**config.mk**
```make
export PLATFORM = sky130hd
export DESIGN_NAME = uart_tx_arbiter
export DESIGN_NICKNAME = d
export VERILOG_FILES = /design/src/rtl/uart_tx_arbiter.sv
export SDC_FILE = /design/constraint.sdc
export NUM_CORES = 1
export LEC_CHECK = 0
export CAP_MARGIN = 20
export CORE_ASPECT_RATIO = 0.75
export CORE_MARGIN = 10
export CORE_UTILIZATION = 54
export CTS_BUF_LIST = sky130_fd_sc_hd__clkbuf_16
export DETAILED_ROUTE_END_ITERATION = 8
export PLACE_DENSITY_LB_ADDON = 0.08
export SLEW_MARGIN = 20
export SYNTH_ARGS = -nofsm -noshare
export SYNTH_HDL_FRONTEND = slang
export SYNTH_SLANG_ARGS = --single-unit
```
**constraint.sdc**
```tcl
create_clock -name clk -period 5.8 [get_ports clk]
set_input_delay 0.58 -clock clk [delete_from_list [all_inputs] [get_ports clk]]
set_output_delay 0.58 -clock clk [all_outputs]
set_load 0.01 [all_outputs]
```
**src/rtl/uart_tx_arbiter.sv**
```systemverilog
// Round-robin arbiter feeding single UART transmitter from a player and a host byte source.
// Latency: request sampled in IDLE at edge N -> tx_ctrl/ack registered high during cycle N+1.
// Backpressure: grants only while transmit_ready=1 in IDLE; requesters hold req until their ack.
module uart_tx_arbiter #(
    parameter int TIMEOUT = 50000,
    parameter int CNT_W   = 16
) (
    input  logic       clk,
    input  logic       rst,
    input  logic       req_p,
    input  logic [7:0] data_p,
    input  logic       req_h,
    input  logic [7:0] data_h,
    input  logic       transmit_ready,
    input  logic       err_clr,
    output logic       ack_p,
    output logic       ack_h,
    output logic       tx_ctrl,
    output logic [7:0] tx_byte,
    output logic       last_src,
    output logic       busy,
    output logic       timeout_err,
    output logic [7:0] tx_count
);

    typedef enum logic [1:0] {
        IDLE      = 2'd0,
        START     = 2'd1,
        WAIT_BUSY = 2'd2,
        WAIT_DONE = 2'd3
    } state_t;

    localparam logic [CNT_W-1:0] CNT_LAST = CNT_W'(TIMEOUT - 1);

    state_t           state, state_nxt;
    logic             rr, rr_nxt;
    logic [CNT_W-1:0] cnt, cnt_nxt;
    logic             grant_h;
    logic             ack_p_nxt, ack_h_nxt, tx_ctrl_nxt;
    logic [7:0]       tx_byte_nxt;
    logic             last_src_nxt;
    logic             busy_nxt;
    logic             timeout_err_nxt;
    logic [7:0]       tx_count_nxt;

    // Host wins when it is the only requester, or when both ask and rr points at it.
    assign grant_h = req_h & (~req_p | rr);

    // State register.
    always_ff @(posedge clk) begin
        if (rst) begin
            state <= IDLE;
        end else begin
            state <= state_nxt;
        end
    end

    // Next-state and next-output logic; every output is computed here and registered below.
    always_comb begin
        state_nxt       = state;
        rr_nxt          = rr;
        cnt_nxt         = cnt;
        ack_p_nxt       = 1'b0;
        ack_h_nxt       = 1'b0;
        tx_ctrl_nxt     = 1'b0;
        tx_byte_nxt     = tx_byte;
        last_src_nxt    = last_src;
        tx_count_nxt    = tx_count;
        // A timeout set below overrides a simultaneous clear.
        timeout_err_nxt = timeout_err & ~err_clr;

        case (state)
            IDLE: begin
                if (transmit_ready && (req_p || req_h)) begin
                    state_nxt    = START;
                    ack_p_nxt    = ~grant_h;
                    ack_h_nxt    = grant_h;
                    tx_ctrl_nxt  = 1'b1;
                    tx_byte_nxt  = grant_h ? data_h : data_p;
                    last_src_nxt = grant_h;
                    rr_nxt       = ~grant_h;
                    cnt_nxt      = '0;
                end
            end
            START: begin
                state_nxt = WAIT_BUSY;
            end
            WAIT_BUSY: begin
                // Exit condition is checked before the timeout so it wins a tie.
                if (!transmit_ready) begin
                    state_nxt = WAIT_DONE;
                    cnt_nxt   = cnt + 1'b1;
                end else if (cnt == CNT_LAST) begin
                    state_nxt       = IDLE;
                    timeout_err_nxt = 1'b1;
                    cnt_nxt         = '0;
                end else begin
                    cnt_nxt = cnt + 1'b1;
                end
            end
            WAIT_DONE: begin
                if (transmit_ready) begin
                    state_nxt    = IDLE;
                    tx_count_nxt = tx_count + 8'd1;
                    cnt_nxt      = '0;
                end else if (cnt == CNT_LAST) begin
                    state_nxt       = IDLE;
                    timeout_err_nxt = 1'b1;
                    cnt_nxt         = '0;
                end else begin
                    cnt_nxt = cnt + 1'b1;
                end
            end
            default: begin
                state_nxt = IDLE;
            end
        endcase

        busy_nxt = (state_nxt != IDLE);
    end

    // Registered outputs, arbitration pointer and timeout counter.
    always_ff @(posedge clk) begin
        if (rst) begin
            rr          <= 1'b0;
            cnt         <= '0;
            ack_p       <= 1'b0;
            ack_h       <= 1'b0;
            tx_ctrl     <= 1'b0;
            tx_byte     <= 8'h00;
            last_src    <= 1'b0;
            busy        <= 1'b0;
            timeout_err <= 1'b0;
            tx_count    <= 8'h00;
        end else begin
            rr          <= rr_nxt;
            cnt         <= cnt_nxt;
            ack_p       <= ack_p_nxt;
            ack_h       <= ack_h_nxt;
            tx_ctrl     <= tx_ctrl_nxt;
            tx_byte     <= tx_byte_nxt;
            last_src    <= last_src_nxt;
            busy        <= busy_nxt;
            timeout_err <= timeout_err_nxt;
            tx_count    <= tx_count_nxt;
        end
    end

endmodule

```
-- Word level (Yosys, flattened, before mapping)
Cells that the tools add are included.
- output and inout bits: 22
- logic and storage cells: 52
- register bits: 41
- reductions and logical operators: 10
- bitwise operators: 8
- mux-type cells: 16
- equal/unequal tests: 5
- add/subtract/negate cells: 2
- operators with widths (operator ; number):
    two-way mux 16 bit ; 4
    case mux 16 bit (3 select lines) ; 1
    adder 16 x 1 -> 16 bit (second input constant) ; 1
    == test 16 bit (second input constant) ; 1
    adder 8 x 1 -> 8 bit (second input constant) ; 1
    two-way mux 2 bit ; 4
    two-way mux 8 bit ; 1
    case mux 2 bit (4 select lines) ; 1
    AND reduction 2 bit ; 3
    inverter 1 bit ; 5
    == test 2 bit (second input constant) ; 2
    two-way mux 1 bit ; 4
    nonzero test 3 bit ; 1
    OR reduction 3 bit ; 1
    AND 1 bit ; 2
    == test 2 x 1 -> 1 bit (second input constant) ; 1
    logical NOT 2 bit ; 1
    != test 2 bit (second input constant) ; 1
    case mux 1 bit (2 select lines) ; 1
    nonzero test 2 bit ; 1
    OR reduction 2 bit ; 1
    logical AND 1 bit ; 1
    logical OR 1 bit ; 1
    OR 1 bit ; 1

-- Depth between registers and ports, before layout
Gate-level depths: netlist (run 1).
- depth after elaboration: 5
- mapped depth: 7

-- Worst setup path after synthesis (run 1)
No wires, ideal clock.
- path kind: register to register
- start point: reg cnt[10]
- end point: reg cnt[12]
- data required time: 5.675 ns
- library setup time: 0.125 ns
- arrival time: 1.870 ns
- path slack: 3.805 ns
- period minus slack after synthesis: 1.995 ns
- cell stages (with the launch flop): 8
- path through: dfxtp_1 buf_6 or4_4 nor4_4 o22ai_4 buf_6 a22oi_1 o31ai_1
- cells in the longest elaborated chain, start to end: 4
- elaborated cells between the ends (all ways): 6
- classes of those cells: add/sub (1); eq/ne (1); mux (4)
- ends and longest elaborated chain (what ; RTL line ; text):
    start: declaration ; 37 ; logic [CNT_W-1:0] cnt, cnt_nxt;
    start signal: assignment ; 137 ; cnt <= cnt_nxt;
    adder 16 x 1 -> 16 bit / == test 16 bit (equally long branches) ; - ;
    two-way mux 16 bit ; 93, 106 ;
    two-way mux 16 bit (on tied branches) ; 102, 90 ;
    case mux 16 bit (3 select lines) (*) ; 72 ; case (state)
Mark *: on every way between the ends. The rest lies on a longest branch, timed or not.
A chain may end at the register's enable or synchronous reset.

-- Final worst setup path (run 1)
- start point: reg cnt[15]
- end point: reg cnt[11]
- cells in the longest elaborated chain, start to end: 4
- elaborated cells between the ends (all ways): 5
- classes of those cells: eq/ne (1); mux (4)
- ends and longest elaborated chain (what ; RTL line):
    == test 16 bit (*) ; 93, 106
    two-way mux 16 bit (*) ; 93, 106
    two-way mux 16 bit (on tied branches) ; 102, 90
    case mux 16 bit (3 select lines) (*) ; 72
Marks and branches as above.

==> results.toml, run 1 <==
[floorplan]
design.die.area_um2 = 6480
core_um2 = 3400
floorplan_die_width_um = 89.7
start_util = 0.578
die_y_um = 72.3
ios = 44
placementRows = 18

[detailed_routing]
wl_per_cell_um = 15.7
m1WireLength_um = 2190
avgViaCountPerCell = 5.83
antenna_left = 0
routed-wl-met2_um = 2180
top_layer_used = "met4"
met3_length_um = 510
routed_wirelength_um = 4980
drtIter0Drc = 166
drc = 0
vias = 1849
dr.pass1.iters = 5

[clock_network]
cts.path.max_buffers = 2
post_cts.repair.setup_buffers = 0
cts-resized-gates = 0
clock_sink_count = 41
cts_htree_levels = 2
holdBufCountCts = 0
cts_buffer_count = 5
tritoncts = "yes"
clk_latency_ns = 0.28
clkSlewWorstSetupHoldPaths_ns = 0.06
clockRootBuffer = "clkbuf_16"

[logic_synthesis]
synth_area_leaders = "dfxtp_1 42%, nand2_1 6.5%, nand3_1 3.8%"
ys_flop_type = "dfxtp_1"
synth_top_area_share = 0.418
syn-num-nets = 250
synth_cell_type_count = 47
post_synthesis_sequential_area_ratio = 0.418
ys_top_cells_by_count = "41 x dfxtp_1, 34 x nand2_1, 15 x nand3_1"
synth.cell_area_um2 = 1970
seq_cells_post_synth = 41
synth.largest_area_cell = "dfxtp_1"
postSynthAreaPerCell_um2 = 8.70
synth_most_common_cell = "dfxtp_1"
synthCells = 226
synth-edff-count = 0
async_reset_ff_frac = 0
synth.yosys.warnings = 0

[timing]
setup-tns-final_ns = 0
timing.final.setup_violations = 0
grt_setup_unrepaired = "false"
worst_clock_skew_ns = 0.00254
fmax_mhz = 436
worst_pin_slew_ns = 0.685
fin_ws_ns = 3.51
fin_crit_sh = 0.395
max-slew-margin-rel = 0.542
slew_violations = 0
final_critical_path_required_period_ns = 2.29
hold_ws_ns = 0.438
final_hold_violations = 0

[finish]
layout.core_utilization = 0.744
antennaDiodeCount = 0
design.final.nets = 290
areaGrowthSynthToFinish_pct = 28.8
post_route_cells_drive_above_1_share = 0.0599

[setup_path]
slowest_stage = "or4bb_1"
crit_path_max_incr_delay_ns = 0.62
r2r_cells = 5
cp.arrival_ns = 2.44
r2r-start = "cnt[15]"
critical_path_required_ns = 5.95
cp_cell_sequence = "or4bb_1 -> nor4_4 -> o22ai_4 -> nand2_1 -> o211ai_1"
cp-endpoint = "cnt[11]"
worst_setup_end_kind = "flip-flop"
crit_start = "cnt[15]"
critical_path.startpoint_type = "flip-flop"
r2r-end = "cnt[11]"
critical_path_peak_fanout = 19
worst_setup_path_type = "flip-flop to flip-flop"
reg2reg_setup_slack_ns = 3.51

[power_and_ir_drop]
net-switching-power_w = 0.000144
power.switching_fraction = 0.230
vdd_ir_max_mv = 0.192
pwr-share-comb = 0.113
total_leakage_power_nw = 0.891
post-layout-total-power_w = 0.000627
p_seq_frac = 0.476
intPower_w = 0.000483
clock_power_share = 0.411
cellPowerDensity_nw_per_um2 = 248

[global_routing]
grt.total_usage = 0.157
grt_antenna_before_repair = 0
global_route_wire_length_before_repair_um = 8100
first_global_vias = 1714
grt_start_max_net_pins = 21
grt_overflow_total = 0

[placement]
numPortBuffers = 43
gp_routability_congestion = 0.840
pre_cts_ws_ns = 3.37
dp_hpwl_um = 3480

[outcome]
status = "completed"

[flow_run]
max_cap_viols = 0

[min_path]
worst_hold_path_type = "flip-flop to flip-flop"
## routing by layer
| layer | GRT usage | up-vias |
|---|---|---|
| met1 | 0.203 | 842 |
| li1 | - | 915 |
| met2 | 0.228 | 80 |
| met3 | 0.0658 | 12 |
| met4 | 0.0563 | 0 |
| met5 | 0 | - |
## state kept, by name, indices dropped and copies added, names as in the netlist
register and cells:
ack_h 1, ack_p 1, busy 1, cnt 16
last_src 1, rr 1, state 2, timeout_err 1
tx_byte 8, tx_count 8, tx_ctrl 1
## stage by stage
step	std cells	cell area, um^2
after floorplan	226	1970
after global placement	309	2390
after detailed placement	309	2390
after CTS	317	2530
after global routing	317	2530
final	317	2530
## final cells by class
cell class	instances	area [um^2]
multi-input cells	167	1040
fillers	271	870
flip-flops and latches	41	821
repair buffers	45	445
clock buffers	5	125
well taps	50	62.6
inverters	6	22.5
clock inverters	3	12.5
## kinds of logic (layout without fill, tap and decap cells)
family                   count (synthesis)  in the layout  share of synthesized area
AO/OA/AOI/OAI                           47             47                      0.173
XOR/XNOR                                 9              9                     0.0401
adder cells (fa/ha/maj)                  2              2                     0.0127
buffers and inverters                   18             59                     0.0522
flip-flops                              41             41                      0.418
multiplexers                             2              2                     0.0102
AND/OR/NAND/NOR                        107            107                      0.295
## how the worst min path moves through the flow
stage               startpoint         end  slack (ns)  cells past startpoint
floorplan                   rr          rr        0.44                      1
global route        tx_byte[0]  tx_byte[0]        0.46                      2
global placement    tx_byte[2]  tx_byte[2]        0.43                      2
detailed placement  tx_byte[4]  tx_byte[4]        0.43                      2
finish              tx_byte[4]  tx_byte[4]        0.44                      2
CTS                 tx_byte[0]  tx_byte[0]        0.44                      2
## worst max-delay path: cells and delay by family, from the launching register on
family | cells | cell delay (ns)
AND/OR/NAND/NOR | 3 | 1.40
AO/OA/AOI/OAI | 2 | 0.40
flip-flops | 1 | 0.37
## power by group through the flow
stage | combinational, W | clock (W) | sequential (W)
final | 0.0000707 | 0.000258 | 0.000299
after CTS | 0.0000706 | 0.000263 | 0.000299
after global routing | 0.0000770 | 0.000275 | 0.000300
after global placement | 0.0000685 | 0 | 0.000304
after floorplan | 0.0000348 | 0 | 0.000305
after detailed placement | 0.0000694 | 0 | 0.000305
## cell usage in the layout, fill, tap and decap left out, types with 3 or more instances in the layout
cell / count
nand4_1: 6
xor2_1: 7
nor2_1: 13
nand3_1: 15
nand2_1: 34
o211ai_1: 3
o21ai_0: 6
dfxtp_1: 41
nor3_1: 6
a21o_1: 3
nand2b_1: 4
a31oi_1: 6
clkbuf_16: 5
and3_1: 4
or3_1: 4
a22oi_1: 9
a21oi_1: 6
clkdlybuf4s50_1: 43
and2_1: 4
or4_1: 3
nor4_1: 3
o31ai_1: 3
inv_1: 6
Note: power is estimated with default switching activity, not from simulation.
==> run 2: changes to the inputs <==
--- a/config.mk
+++ b/config.mk
@@ -8,7 +8,7 @@
 export CAP_MARGIN = 20
 export CORE_ASPECT_RATIO = 0.75
 export CORE_MARGIN = 10
-export CORE_UTILIZATION = 54
+export CORE_UTILIZATION = 45
 export CTS_BUF_LIST = sky130_fd_sc_hd__clkbuf_16
 export DETAILED_ROUTE_END_ITERATION = 8
 export PLACE_DENSITY_LB_ADDON = 0.08
==> constraint.sdc (replaced) <==
create_clock -name clk -period 2 [get_ports clk]
set_input_delay 0.2 -clock clk [delete_from_list [all_inputs] [get_ports clk]]
set_output_delay 0.2 -clock clk [all_outputs]
set_load 0.01 [all_outputs]
==> results.toml, run 2 (synthesized netlist as in run 1, its figures left out) <==
[timing]
worst_pin_slew_ns = 0.458
fin_crit_sh = 1.01
grt_setup_unrepaired = "true"
final_critical_path_required_period_ns = 2.03
final_hold_violations = 0
slew_violations = 0
fin_ws_ns = -0.0260
fmax_mhz = 494
timing.final.setup_violations = 10
worst_clock_skew_ns = 0.00465
setup-tns-final_ns = -0.164
max-slew-margin-rel = 0.694

[floorplan]
floorplan_die_width_um = 96.3
design.die.area_um2 = 7440
placementRows = 20
die_y_um = 77.2
start_util = 0.476
ios = 44
core_um2 = 4130

[global_routing]
first_global_vias = 1815
groute.layer.met2.usage = 0.194
grt.total_usage = 0.143
globalRoute.busiestLayer = "met1"
grt_overflow_total = 0
global_route_wire_length_before_repair_um = 8740
grt_start_max_net_pins = 15
grt_antenna_before_repair = 0
groute.layer.met3.usage = 0.0661
use_met1 = 0.203

[power_and_ir_drop]
clock_power_share = 0.397
cellPowerDensity_nw_per_um2 = 630
vdd_ir_max_mv = 0.382
power.switching_fraction = 0.229
total_leakage_power_nw = 1.12
intPower_w = 0.00142
pwr-share-comb = 0.136
post-layout-total-power_w = 0.00185
p_seq_frac = 0.467
net-switching-power_w = 0.000424

[placement]
numPortBuffers = 43
dp_hpwl_um = 3880
placedInstanceArea_um2 = 2630
gp_routability_congestion = 0.849
pre_cts_ws_ns = -0.0489

[finish]
largest_reg_flops = 16
layout.core_utilization = 0.710
design.final.nets = 330
largest-register = "cnt"
layout.cells.most_common_list = "43 x clkdlybuf4s50_1, 39 x dfxtp_1, 35 x buf_4"
design_area_um2 = 2930
largest_registers = "cnt: 16 flops, tx_byte: 8 flops, tx_count: 8 flops"
post_route_cells_drive_above_1_share = 0.222
layout.cells.most_common = "clkdlybuf4s50_1"
areaGrowthSynthToFinish_pct = 49.1
antennaDiodeCount = 0

[detailed_routing]
wl_per_cell_um = 15.7
routed_wirelength_um = 5650
dr.pass1.iters = 5
drc = 0
vias = 1957
antenna_left = 0
drtIter0Drc = 133
avgViaCountPerCell = 5.42

[setup_path]
r2r_cells = 6
critical_path.startpoint_type = "flip-flop"
worst_setup_end_kind = "flip-flop"
critical_path_required_ns = 2.16
cp.arrival_ns = 2.18
worst_setup_path_type = "flip-flop to flip-flop"
critical_path_peak_fanout = 4
r2r-end = "cnt[9]"
reg2reg_setup_slack_ns = -0.03
r2r-start = "cnt[15]"

[clock_network]
clockRootBuffer = "clkbuf_16"
holdBufCountCts = 0
tritoncts = "yes"
clock_sink_count = 41
clk_latency_ns = 0.28
cts_htree_levels = 2
cts_buffer_count = 5
clkSlewWorstSetupHoldPaths_ns = 0.06
cts.path.max_buffers = 2

[min_path]
holdPathStages = 2
whs_endpoint = "tx_byte[7]"
worst_hold_path_type = "flip-flop to flip-flop"
hold_path.startpoint = "tx_byte[7]"

[flow_run]
max_cap_viols = 0

[outcome]
failed_checks = "setup timing"
status = "finished with violations"
==> run 2: cell count changes in the layout (fill, tap and decap cells not counted), sizes merged <==
cell    change
clkinv      -2
o22ai       +2
buf        +38
inv         +1
==> run 2: power by group through the flow <==
stage          sequential [W]  clock [W]  combinational (W)
6_report             0.000862   0.000733           0.000251
4_1_cts              0.000860   0.000746           0.000237
3_5_place_dp         0.000878          0           0.000228
2_1_floorplan        0.000884          0           0.000101
5_1_grt              0.000865   0.000790           0.000272
3_3_place_gp         0.000877          0           0.000228
==> run 2: final cells by class <==
type | instances | area (um^2)
Tap cell | 55 | 68.8
Timing Repair Buffer | 83 | 749
Inverter | 6 | 22.5
Clock inverter | 2 | 7.51
Multi-Input combinational cell | 169 | 1130
Sequential cell | 41 | 823
Fill cell | 322 | 1200
Clock buffer | 5 | 125
==> run 2: how the worst max path moves through the flow <==
stage	startpoint	to	slack [ns]	cells after the start
4_1_cts	cnt[12]	cnt[5]	-0.01	6
3_5_place_dp	cnt[15]	cnt[14]	-0.05	6
6_report	cnt[15]	cnt[9]	-0.03	6
3_3_place_gp	cnt[15]	cnt[11]	-0.002	6
5_1_grt	cnt[7]	cnt[6]	-0.10	7
2_1_floorplan	cnt[10]	cnt[12]	0.005	7
==> run 2: through the flow <==
| stage | hold slack (ns) | std cells |
|---|---|---|
| floorplan | 0.329 | 226 |
| global placement | 0.425 | 344 |
| detailed placement | 0.429 | 344 |
| CTS | 0.436 | 355 |
| global route | 0.452 | 361 |
| finish | 0.433 | 361 |
==> run 2: metal layers <==
| metal | up-vias | part of all wire |
|---|---|---|
| met5 | - | 0 |
| met4 | 0 | 0.0027 |
| met3 | 2 | 0.11 |
| met2 | 79 | 0.42 |
| met1 | 880 | 0.46 |
| li1 | 996 | - |
==> run 2: timing repair <==
action                     4_1_cts  5_1_grt
gates resized for setup          3       23
gates cloned                     1        1
pin swaps                        4       13
setup buffers                    3        5
setup endpoints to repair       10       17
==> run 2: worst max-delay path, stage by stage, from the launching register on <==
cell     delay, ns
dfxtp_1       0.32
or4bb_4       0.57
nor4_4        0.37
buf_4         0.21
o22ai_2       0.13
a41oi_1       0.22
o31ai_1       0.09
==> RTL edit 1 (settings of run 1) <==
`tx_byte` no longer has a reset.
--- a/src/rtl/uart_tx_arbiter.sv
+++ b/src/rtl/uart_tx_arbiter.sv
@@ -128,5 +128,4 @@
             ack_h       <= 1'b0;
             tx_ctrl     <= 1'b0;
-            tx_byte     <= 8'h00;
             last_src    <= 1'b0;
             busy        <= 1'b0;
@@ -139,5 +138,4 @@
             ack_h       <= ack_h_nxt;
             tx_ctrl     <= tx_ctrl_nxt;
-            tx_byte     <= tx_byte_nxt;
             last_src    <= last_src_nxt;
             busy        <= busy_nxt;
@@ -147,4 +145,8 @@
     end
 
+    always_ff @(posedge clk) begin
+        tx_byte <= tx_byte_nxt;
+    end
+
 endmodule
 
Function: changed (a bounded check fails within 4 cycles, from zero or initial values and one cycle with rst high).
==> RTL edit 1 against run 1 <==
- hold slack better by 0.063 ns
- wire length is 14% lower
- critical endpoint is now cnt[15]
- area after synthesis is 7.9% lower
- final area is 5.3% lower
- synthesized cell count is 19% lower
- power is 0.77% higher
- sequential cell count stayed put
- largest cell class is now registers
- worst setup slack worse by 0.046 ns
- clock skew is 0.0032 ns higher
==> RTL edit 1: results <==
[placed_design]
detailed_place_hpwl_um = 3120
dpl.cell_count = 257
place_congestion = 0.844
placed_area_mm2 = 0.00226
place_worst_setup_slack_ns = 3.20

[final_layout]
post_route_cells_drive_above_1_share_pct = 8.89
filler_cell_count = 230
final_net_count = 248
final_cells = 265

[timing]
final.setup_skew_ns = 0.00573
tightest_slew_ns = 0.859
whs_ns = 0.501

[global_routing]
grt_pass1_vias = 1407
grt_util_all_layers_pct = 13.8
grt_max_degree = 20
grt_pass1_wl_um = 6940

[outcome]
run_status = "finished, final reports clean"

[setup_path]
cp-endpoint = "cnt[15]"
worstPathArrival_ns = 2.54
cp_slowest_cell = "sky130_fd_sc_hd__clkdlybuf4s50_1"
critical_path_fanout_max = 8
worstSetupStartpoint = "transmit_ready"
regToRegStartpoint = "cnt[9]"
setup.reg_to_reg.worst_slack_ns = 3.70

[route]
first_iter_violations = 63
drt_wl_total_um = 4250
route.detailed.vias_per_inst = 5.62

[min_path]
timing.hold.worst.class = "flop to flop"
hold_path_sink = "timeout_err"
worstHoldStart = "timeout_err"

[synthesis]
syn_inst = 182
synth_enable_flop_cells = 8
seq_area_frac_synth_pct = 49.8
top_cells_by_area_synth = "sky130_fd_sc_hd__dfxtp_1 (36%), sky130_fd_sc_hd__edfxtp_1 (13%), sky130_fd_sc_hd__nor2_1 (6.0%)"
synth_nets = 206
synth_common_cells = "sky130_fd_sc_hd__dfxtp_1 (33), sky130_fd_sc_hd__nor2_1 (29), sky130_fd_sc_hd__xor2_1 (11), sky130_fd_sc_hd__nand3_1 (10)"
post_synth_num_cell_types = 41

[power_and_ir_drop]
vdd_ir_drop_max_v = 0.000163
p_leak_uw = 0.000865
[RTL edit 1: cell count changes after synthesis, moves of 5 or more]
cell	delta
sky130_fd_sc_hd__nand2_1	-27
sky130_fd_sc_hd__nor2_1	+16
sky130_fd_sc_hd__a22oi_1	-9
sky130_fd_sc_hd__dfxtp_1	-8
sky130_fd_sc_hd__edfxtp_1	+8
sky130_fd_sc_hd__mux2_2	+8
sky130_fd_sc_hd__xnor2_1	+6
sky130_fd_sc_hd__a31oi_1	-5
sky130_fd_sc_hd__nand3_1	-5
[RTL edit 1: cell families (layout without fill, tap and decap cells)]
kind of cell	after synthesis	in the layout	synth area share, %
XOR/XNOR	19	19	9.19
adder cells (fa/ha/maj)	3	3	1.93
flip-flops	41	41	49.8
AND/OR/NAND/NOR	81	81	24.3
buffers and inverters	12	55	2.70
AO/OA/AOI/OAI	17	17	6.57
multiplexers	9	9	5.53
[RTL edit 1: tightest hold or removal path, delay by kind of cell (launching register included)]
kind,cells,cell delay [ns]
DFF,1,0.32
and+or+nand+nor,1,0.09
AOI/OAI and AO/OA,1,0.05
[RTL edit 1: area by class of cell]
class,instances,area (µm²),area share [%]
inverters,4,15.0,0.627
multi-input cells,129,861,35.9
well taps,40,50.0,2.09
clock buffers,5,125,5.22
repair buffers,43,430,18.0
clock inverters,3,13.8,0.574
flip-flops and latches,41,901,37.6
[RTL edit 1: layer usage]
metal / GRT usage, % / part of all wire [%]
met3: 4.98 / 8.0
met1: 18.4 / 48
met2: 20.5 / 43
met5: 0 / 0
met4: 3.23 / 0.99
[RTL edit 1: report_power, final]
group          leakage [µW]  switching [µW]  internal (µW)
Combinational      0.000447            30.1           35.2
Clock             0.0000748             102            156
Sequential         0.000342            6.62            302
==> RTL edit 2 (config.mk and constraints of run 1) <==
Made on the original files. Change the parameter `CNT_W` from 16 to 14.
--- a/src/rtl/uart_tx_arbiter.sv
+++ b/src/rtl/uart_tx_arbiter.sv
@@ -4,5 +4,5 @@
 module uart_tx_arbiter #(
     parameter int TIMEOUT = 50000,
-    parameter int CNT_W   = 16
+    parameter int CNT_W   = 14
 ) (
     input  logic       clk,
Function: no difference found for any inputs over 10 cycles, from zero or initial values and one cycle with rst high; that may be too few to reach the edited logic, so the function may still have changed.
==> RTL edit 2 against run 1 <==
- area after synthesis is 13% lower
- final cell count is 15% lower
- final area is 9.0% lower
- sequential cell count is 2 lower
- hold slack better by 0.061 ns
- highest routed layer unchanged
- wire length is 15% lower
- critical path type is now input port to flop
- first-iteration DRC count is 42% lower
- via count is 16% lower
- worst setup slack worse by 0.51 ns
- maximum frequency is 18% lower
- register-to-register slack worse by 0.08 ns
- combinational power is 17% higher
- power hardly changed
- largest power group unchanged
==> RTL edit 2: results <==
[synthesis]
syn_inst = 187
post_synth_mux_area_share_pct = 5.90
synth_common_cells = "sky130_fd_sc_hd__dfxtp_1 (39), sky130_fd_sc_hd__nor2_1 (31), sky130_fd_sc_hd__xor2_1 (10), sky130_fd_sc_hd__mux2i_1 (9), sky130_fd_sc_hd__a211oi_1 (8)"
yosys.area_share.adder_pct = 1.46
top_cells_by_area_synth = "sky130_fd_sc_hd__dfxtp_1 (45%), sky130_fd_sc_hd__nor2_1 (6.8%), sky130_fd_sc_hd__mux2i_1 (5.2%)"
seq_area_frac_synth_pct = 45.4
compound_gate_fraction_of_synth_area_pct = 15.6
post_synth_num_cell_types = 44

[setup_path]
critPathMaxStageDelay_ns = 0.70
regToRegStartpoint = "state[0]"
cp-endpoint = "cnt[9]"
worstSetupStartpoint = "transmit_ready"

[route]
met2WireLength_um = 1890
wl_met1_um = 1910
first_iter_violations = 96
vias = 1551
detail_route.wl_per_cell_um = 15.7
met3_wirelength_um = 361

[power_and_ir_drop]
vdd_ir_drop_max_v = 0.000276
combPwrFrac_pct = 13.2
clock_net_power_uw = 259
power.internal_uw = 478
p_comb_uw = 82.8

[placed_design]
place_congestion = 0.818
dpl.cell_count = 260
placed_area_mm2 = 0.00216
place_worst_setup_slack_ns = 2.76
detailed_place_hpwl_um = 3150

[final_layout]
final_net_count = 253
post_route_cells_drive_above_1_share_pct = 8.70
final_cells = 268

[min_path]
worstHoldStart = "tx_byte[5]"

[global_routing]
grt.met1_usage_pct = 16.5
grt_util_all_layers_pct = 14.0
grt_pass1_vias = 1456
met2_usage_pct = 22.4
grt.met3_usage_pct = 6.67

[outcome]
run_status = "finished, final reports clean"

[timing]
slew_headroom_pct = 28.6
[RTL edit 2: cell types whose count changed after synthesis, moves of 4 or more]
cell                       change
sky130_fd_sc_hd__a211oi_1      +7
sky130_fd_sc_hd__a22oi_1       -9
sky130_fd_sc_hd__a31oi_1       -6
sky130_fd_sc_hd__buf_6         -4
sky130_fd_sc_hd__mux2i_1       +7
sky130_fd_sc_hd__nand2_1      -27
sky130_fd_sc_hd__nand3_1      -11
sky130_fd_sc_hd__nor2_1       +18
sky130_fd_sc_hd__nor3_1        -5
[RTL edit 2: cell type report]
| class | count | area [µm²] |
|---|---|---|
| Fill cell | 212 | 696 |
| Timing Repair Buffer | 43 | 425 |
| Inverter | 4 | 15.0 |
| Tap cell | 38 | 47.5 |
| Clock buffer | 5 | 125 |
| Clock inverter | 3 | 16.3 |
| Sequential cell | 39 | 781 |
| Multi-Input combinational cell | 136 | 893 |
